### src/rtl/usrt_tx.sv
// rtl/usrt_tx.sv - USRT transmit stage: push FIFO plus framed serialiser with TxClk
module usrt_tx #(
  parameter int CLK_DIV    = 4,
  parameter int FIFO_DEPTH = 4
) (
  input  logic                          pClk,
  input  logic                          pReset,
  input  logic [7:0]                    wrData,
  input  logic                          wrValid,
  output logic                          wrReady,
  input  logic                          parityEn,
  input  logic                          parityOdd,
  output logic                          Tx,
  output logic                          TxClk,
  output logic                          busy,
  output logic [$clog2(FIFO_DEPTH):0]   fifoCount
);

  localparam int AW = $clog2(FIFO_DEPTH);
  localparam int DW = $clog2(2 * CLK_DIV);
  localparam logic [AW:0]   DEPTH    = (AW + 1)'(FIFO_DEPTH);
  localparam logic [DW-1:0] DIV_HALF = DW'(CLK_DIV);
  localparam logic [DW-1:0] DIV_LAST = DW'(2 * CLK_DIV - 1);

  typedef enum logic [2:0] {
    IDLE,
    START,
    DATA,
    PARITY,
    STOP
  } txStateT;

  logic [7:0]    fifoMem [FIFO_DEPTH];
  logic [AW-1:0] wrPtr;
  logic [AW-1:0] rdPtr;
  logic [AW:0]   count;
  logic          push;
  logic          pop;

  txStateT       state;
  txStateT       stateNext;
  logic [DW-1:0] divCnt;
  logic [2:0]    bitIdx;
  logic [7:0]    txByte;
  logic          parEnReg;
  logic          parOddReg;
  logic          bitEnd;

  // Readiness comes from the registered count only, so a full FIFO refuses
  // a push even when the serialiser pops on the same edge.
  assign wrReady   = (count < DEPTH);
  assign push      = wrValid && wrReady;
  assign fifoCount = count;
  assign bitEnd    = (divCnt == DIV_LAST);
  assign busy      = (state != IDLE);

  // FIFO storage; validity is tracked by the pointers, so no reset is needed
  always_ff @(posedge pClk) begin
    if (push) begin
      fifoMem[wrPtr] <= wrData;
    end
  end

  // FIFO pointers and occupancy; pointers wrap naturally at the power-of-2 depth
  always_ff @(posedge pClk or negedge pReset) begin
    if (!pReset) begin
      wrPtr <= '0;
      rdPtr <= '0;
      count <= '0;
    end else begin
      if (push) begin
        wrPtr <= wrPtr + 1'b1;
      end
      if (pop) begin
        rdPtr <= rdPtr + 1'b1;
      end
      case ({push, pop})
        2'b10:   count <= count + 1'b1;
        2'b01:   count <= count - 1'b1;
        default: count <= count;
      endcase
    end
  end

  // Frame state register
  always_ff @(posedge pClk or negedge pReset) begin
    if (!pReset) begin
      state <= IDLE;
    end else begin
      state <= stateNext;
    end
  end

  // Next-state and pop decision; STOP pops directly into START for gapless frames
  always_comb begin
    stateNext = state;
    pop       = 1'b0;
    case (state)
      IDLE: begin
        if (count != '0) begin
          pop       = 1'b1;
          stateNext = START;
        end
      end
      START: begin
        if (bitEnd) begin
          stateNext = DATA;
        end
      end
      DATA: begin
        if (bitEnd && (bitIdx == 3'd7)) begin
          stateNext = parEnReg ? PARITY : STOP;
        end
      end
      PARITY: begin
        if (bitEnd) begin
          stateNext = STOP;
        end
      end
      STOP: begin
        if (bitEnd) begin
          if (count != '0) begin
            pop       = 1'b1;
            stateNext = START;
          end else begin
            stateNext = IDLE;
          end
        end
      end
      default: stateNext = IDLE;
    endcase
  end

  // Bit divider, data index and per-frame byte/parity settings captured at pop
  always_ff @(posedge pClk or negedge pReset) begin
    if (!pReset) begin
      divCnt    <= '0;
      bitIdx    <= '0;
      txByte    <= '0;
      parEnReg  <= 1'b0;
      parOddReg <= 1'b0;
    end else if (pop) begin
      divCnt    <= '0;
      bitIdx    <= '0;
      txByte    <= fifoMem[rdPtr];
      parEnReg  <= parityEn;
      parOddReg <= parityOdd;
    end else if (state == IDLE) begin
      divCnt <= '0;
    end else begin
      divCnt <= bitEnd ? '0 : divCnt + 1'b1;
      if ((state == DATA) && bitEnd) begin
        bitIdx <= bitIdx + 1'b1;
      end
    end
  end

  // Line encoding: Tx only moves at bit boundaries, TxClk rises mid-bit
  always_comb begin
    Tx    = 1'b1;
    TxClk = 1'b0;
    case (state)
      START:   Tx = 1'b0;
      DATA:    Tx = txByte[bitIdx];
      PARITY:  Tx = (^txByte) ^ parOddReg;
      default: Tx = 1'b1;
    endcase
    if (state != IDLE) begin
      TxClk = (divCnt >= DIV_HALF);
    end
  end

endmodule

### config.mk
export PLATFORM = sky130hd
export DESIGN_NAME = usrt_tx
export DESIGN_NICKNAME = d
export VERILOG_FILES = /design/src/rtl/usrt_tx.sv
export SDC_FILE = /design/constraint.sdc
export NUM_CORES = 1
export LEC_CHECK = 0
export CORE_ASPECT_RATIO = 0.8
export CORE_MARGIN = 2
export CORE_UTILIZATION = 30
export CTS_BUF_LIST = sky130_fd_sc_hd__clkbuf_16
export DETAILED_ROUTE_END_ITERATION = 8
export GPL_ROUTABILITY_DRIVEN = 0
export GPL_TIMING_DRIVEN = 0
export PLACE_DENSITY = 0.44
export SYNTH_ARGS = -nofsm -noshare
export SYNTH_HDL_FRONTEND = slang
export SYNTH_SLANG_ARGS = --single-unit
### constraint.sdc
create_clock -name pClk -period 5.88 [get_ports pClk]
set_clock_uncertainty 0.1 [all_clocks]
set_input_delay 1.176 -clock pClk [delete_from_list [all_inputs] [get_ports pClk]]
set_output_delay 1.176 -clock pClk [all_outputs]
set_load 0.01 [all_outputs]
==> impl_metrics.ini, run 1 <==
[detailed_routing]
drt_iter0_drc = 55
via_per_inst = 4.38
drc = 0
first_pass_iters = 4
num_vias = 1458
wirelength_um = 4680
wl_per_cell_um = 14.1
final_antenna_net_count = 0

[place]
dp_cells = 317
port_buffers = 19
hpwlAfterDp_um = 3160
pre_cts_slack_ns = 2.74

[clock_network]
htree_levels = 3
clkTransAtPathRegs_ns = 0.06
cts_setup_buffers = 0
clock-sinks = 58
clk_latency_ns = 0.32
hold_buffers = 0
cts_resized = 0
cts_buffers = 9
cts.path.max_buffers = 2
tritoncts = yes
clock_tree.root_cell = clkbuf_16

[logic_synthesis]
yosysMostFrequentCell = edfxtp_1
synth_ff_type = edfxtp_1
yosysSeqAreaShare_pct = 61.4
synth_seq_cells = 58
synthesis.area_sq_um = 2630
avgSynthCellArea_sq_um = 14.1
synthCells = 186
ys_warn_count = 0
synth-edff-count = 32
async_flop_share_pct = 44.8
synth_nets = 209
synthTopCellsByCount = edfxtp_1, nand2_1, dfrtp_1
synth.distinct_cells = 35
yosys.area.top_type = edfxtp_1
synthTopCellsByArea = edfxtp_1, dfrtp_1, mux4_2
synth_top_area_share_pct = 36.6

[critical_path]
worstPathRequired_ns = 4.60
slowest_delay_ns = 0.56
crit_path_start = txByte[2]$_DFFE_PN0N_
cp_cell_sequence = xnor2_1 -> xnor3_2 -> a211oi_2 -> clkdlybuf4s50_1
cp.arrival_ns = 2.16
cp-end-kind = primary output
r2r_start = divCnt[0]$_DFF_PN0_
crit_path_top_delay_cell = clkdlybuf4s50_1
critPathKind = reg -> out
critPathLaunchType = flop
crit_fanout = 3

[timing]
fin_crit_ns = 3.44
fin_hold_ws_ns = 0.334
max_freq_mhz = 291
fin_setup_tns_ns = 0
setup_slack_ns = 2.44
setup_violations = 0
finalHoldViolations = 0
slew-limit-headroom_pct = 58.3
tightest_slew_ns = 0.626
maxSlewViolCount = 0
grt_setup_unrepaired = false
min_period_over_period_pct = 58.5

[grt]
grt_max_degree = 27
track_usage_pct = 11.4
grt_antenna_before_repair = 0
globalRouteOverflowTotal = 0
grt_pass1_vias = 1523
grt_first_pass_wirelength_um = 7850

[die]
die-width_um = 109
num_rows = 30
die_area_sq_um = 9520
core_sq_um = 8480
io_pins = 20
initial_core_util_pct = 31.0
die_y_um = 87.7

[job]
maxCapViolCount = 0

[finish]
stdcell_count = 333
nets = 239
drive_above_1_share_pct = 17.2
diodes = 0
syn_to_final_growth_pct = 24.9

[power]
fin_total_pwr_mw = 1.76
peakVddDrop_v = 0.000198
leakage_nw = 1.30
p_per_area_nw_per_um2 = 537

[status]
status = finished, final reports clean

[worst_hold_path]
min_from = divCnt[0]$_DFF_PN0_
hold_path.class = reg -> reg
## flip-flops by register name, summed over array words and instances (netlist names)
| register | cells |
|---|---|
| bitIdx | 3 |
| txByte | 8 |
| divCnt | 3 |
| wrPtr | 2 |
| rdPtr | 2 |
| fifoMem | 32 |
| parEnReg | 1 |
| state | 3 |
| parOddReg | 1 |
| fifoCount | 3 |
## per-stage QoR
| stage | area, sq um | util [%] |
|---|---|---|
| floorplan | 2630 | - |
| finish | 3280 | 38.7 |
| global route | 3280 | 38.7 |
| CTS | 3280 | 38.7 |
| detailed placement | 2960 | 34.9 |
| global placement | 2960 | 34.9 |
## critical path, delay by kind of cell (launching register included)
family / cells / cell delay [ns]
xor+xnor: 2 / 0.67
buf+inv: 1 / 0.56
flops: 1 / 0.42
compound gates: 1 / 0.20
## area by class of cell
type | instances | area (sq um)
sequential | 58 | 1610
inverter | 10 | 37.5
buffer | 9 | 43.8
multi-input combinational | 109 | 933
clock inverter | 7 | 103
tap | 112 | 140
fill | 826 | 5200
clock buffer | 9 | 225
timing repair buffer | 19 | 185
## metal layers
metal / global-route usage [%] / routed length (um) / share of wire, %
met4: 4.55 / 76 / 1.6
met1: 14.4 / 2360 / 50
met2: 17.4 / 2060 / 44
met5: 0 / 0 / 0
met3: 4.91 / 181 / 3.9
## kinds of logic after synthesis
logic type | share of synthesized area, %
buffers and inverters | 3.10
adders and majority gates | 5.05
DFF | 61.4
xor gates and xnor gates | 5.19
and+or+nand+nor | 11.7
muxes | 10.4
AOI/OAI and AO/OA | 3.24
## final timing paths
path                                                  to  slack (ns)  depth (start not counted)
worst max register to register  fifoCount[2]$_DFFE_PN0P_        3.15                         13
worst min register to register       divCnt[0]$_DFF_PN0_        0.33                          1
max in group asynchronous          bitIdx[2]$_DFFE_PN0P_        4.50                          1
min in group asynchronous           state[0]$_DFFE_PN0P_        0.77                          1
worst max-delay path                                  Tx        2.44                          4
worst min-delay path                 divCnt[0]$_DFF_PN0_        0.33                          1
## placed cells by master, fill, tap and decap left out, types with 2 or more instances in the layout
master	Yosys	layout
a21oi_1	2	2
a22o_1	2	2
and2_1	5	5
buf_2	5	6
bufinv_16	0	2
clkbuf_1	3	3
clkbuf_16	0	9
clkdlybuf4s50_1	0	18
clkinv_4	0	3
dfrtp_1	26	26
edfxtp_1	32	32
ha_1	9	9
inv_1	8	8
inv_2	2	2
mux2i_1	4	4
mux4_1	2	2
mux4_2	8	8
nand2_1	31	31
nand2b_1	3	3
nand3b_1	4	4
nor2_1	8	8
nor3_1	2	2
nor3b_1	2	2
o21ai_0	2	2
o21ai_1	2	2
o32ai_1	2	2
xnor2_1	9	9
xor2_1	2	2
## power breakdown
group	leakage (nW)	total, mW	internal, mW	switching, mW
Sequential	0.610	0.613	0.543	0.0701
Clock	0.156	0.561	0.374	0.187
Combinational	0.536	0.585	0.314	0.272
Total	1.30	1.76	1.23	0.529
No activity file was read; power rests on OpenSTA's default activity.
==> inputs of run 2 (changes only) <==
Settings changed: PLACE_DENSITY 0.44 to 0.45.
Clock period 5.88 ns to 2.9 ns, I/O delays scaled along.
==> impl_metrics.ini, run 2 (synthesis results as in run 1) <==
[status]
status = finished, final reports clean

[timing]
fin_setup_tns_ns = 0
fin_crit_ns = 2.69
grt_setup_unrepaired = false
min_period_over_period_pct = 92.9
maxSlewViolCount = 0
setup_violations = 0
tightest_slew_ns = 0.602
finalHoldViolations = 0
slew-limit-headroom_pct = 59.9
max_freq_mhz = 371

[grt]
track_usage_pct = 11.6
grt_first_pass_wirelength_um = 7930
grt_antenna_before_repair = 0
globalRouteOverflowTotal = 0
grt_pass1_vias = 1506
grt_max_degree = 27

[power]
leakage_nw = 1.31
peakVddDrop_v = 0.000433
fin_total_pwr_mw = 3.56
p_per_area_nw_per_um2 = 1090

[place]
port_buffers = 19
hpwlAfterDp_um = 3090

[clock_network]
tritoncts = yes
clkTransAtPathRegs_ns = 0.05
cts.path.max_buffers = 2
cts_buffers = 9
clock_tree.root_cell = clkbuf_16
clk_latency_ns = 0.32
clock-sinks = 58
htree_levels = 3

[finish]
final_cell_mix = edfxtp_1, nand2_1, dfrtp_1, clkdlybuf4s50_1
largest_reg_flops = 32
syn_to_final_growth_pct = 24.7
nets = 238
reg.largest.list = fifoMem (32), txByte (8)
diodes = 0
largest_register = fifoMem
drive_above_1_share_pct = 16.8
finalCoreUtilization_pct = 38.6
final_common_cell = edfxtp_1

[critical_path]
r2r_end = fifoCount[2]$_DFFE_PN0P_
critPathLaunchType = flop
cp-end-kind = primary output
r2r_cells = 12
critPathKind = reg -> out
r2r_start = divCnt[0]$_DFF_PN0_
reg2reg_slack_ns = 0.32
crit_fanout = 10
cp.arrival_ns = 2.01
worstPathRequired_ns = 2.22

[detailed_routing]
via_per_inst = 4.34
final_antenna_net_count = 0
drc = 0
num_vias = 1442
first_pass_iters = 4
wl_per_cell_um = 13.9
wirelength_um = 4620
drt_iter0_drc = 37

[die]
die_y_um = 87.7
io_pins = 20
die-width_um = 109
num_rows = 30
core_sq_um = 8480
die_area_sq_um = 9520
initial_core_util_pct = 31.0

[worst_hold_path]
hold_path.class = in -> async

[job]
maxCapViolCount = 0
## run 2: changes by cell type in the layout (fill, tap and decap cells not counted)
cell / delta
buf_2: -1
clkdlybuf4s50_1: -1
clkinv_4: -1
clkinvlp_4: +1
dlymetal6s2s_1: +1
## run 2: worst max path at each step
stage / start / end / slack [ns] / cells past startpoint
3_3_place_gp: divCnt[0]$_DFF_PN0_ / fifoCount[2]$_DFFE_PN0P_ / 0.17 / 13
2_1_floorplan: divCnt[0]$_DFF_PN0_ / fifoCount[2]$_DFFE_PN0P_ / 0.49 / 13
4_1_cts: txByte[2]$_DFFE_PN0N_ / Tx / 0.04 / 4
5_1_grt: divCnt[0]$_DFF_PN0_ / fifoCount[2]$_DFFE_PN0P_ / 0.05 / 12
3_5_place_dp: divCnt[0]$_DFF_PN0_ / fifoCount[2]$_DFFE_PN0P_ / 0.18 / 13
6_report: state[2]$_DFFE_PN0P_ / TxClk / 0.21 / 4
## run 2: power breakdown
| group | total, mW | switching [mW] | leakage [nW] | internal [mW] |
|---|---|---|---|---|
| clock | 1.14 | 0.387 | 0.152 | 0.757 |
| combinational | 1.18 | 0.551 | 0.545 | 0.627 |
| sequential | 1.24 | 0.138 | 0.610 | 1.10 |
| total | 3.56 | 1.08 | 1.31 | 2.49 |
## run 2: worst max-delay path: stages (launching register included)
cell             delay, ns
dfrtp_1               0.41
buf_2                 0.19
or3_1                 0.43
and2_1                0.18
clkdlybuf4s50_1       0.47
## run 2: cell type report
class	count	area, sq um
Multi-Input combinational cell	109	933
Sequential cell	58	1610
Tap cell	112	140
Timing Repair Buffer	19	188
Fill cell	846	5210
Clock inverter	7	101
Inverter	10	37.5
Buffer	8	38.8
Clock buffer	9	225
## run 2: metrics by stage
step | hold WS (ns) | cell area, sq um | worst slack, ns | std cells
after floorplan | 0.184 | 2630 | 0.490 | 186
after global placement | 0.336 | 2960 | 0.168 | 317
after detailed placement | 0.335 | 2960 | 0.182 | 317
after CTS | 0.343 | 3280 | 0.0357 | 333
after global routing | 0.207 | 3280 | 0.0496 | 332
final | 0.162 | 3280 | 0.205 | 332
## run 2: what timing repair did
action,CTS,global route
gates resized for setup,0,1
setup endpoints to repair,0,2
setup buffers,0,0
hold buffers,0,0
## run 2: per-layer routing
layer	routed length (um)	global-route usage, %	part of all wire [%]	vias up
met4	47	3.50	1.0	0
met1	2260	14.7	49	697
li1	-	-	-	715
met3	207	5.13	4.5	5
met2	2110	18.0	46	25
met5	0	0	0	-
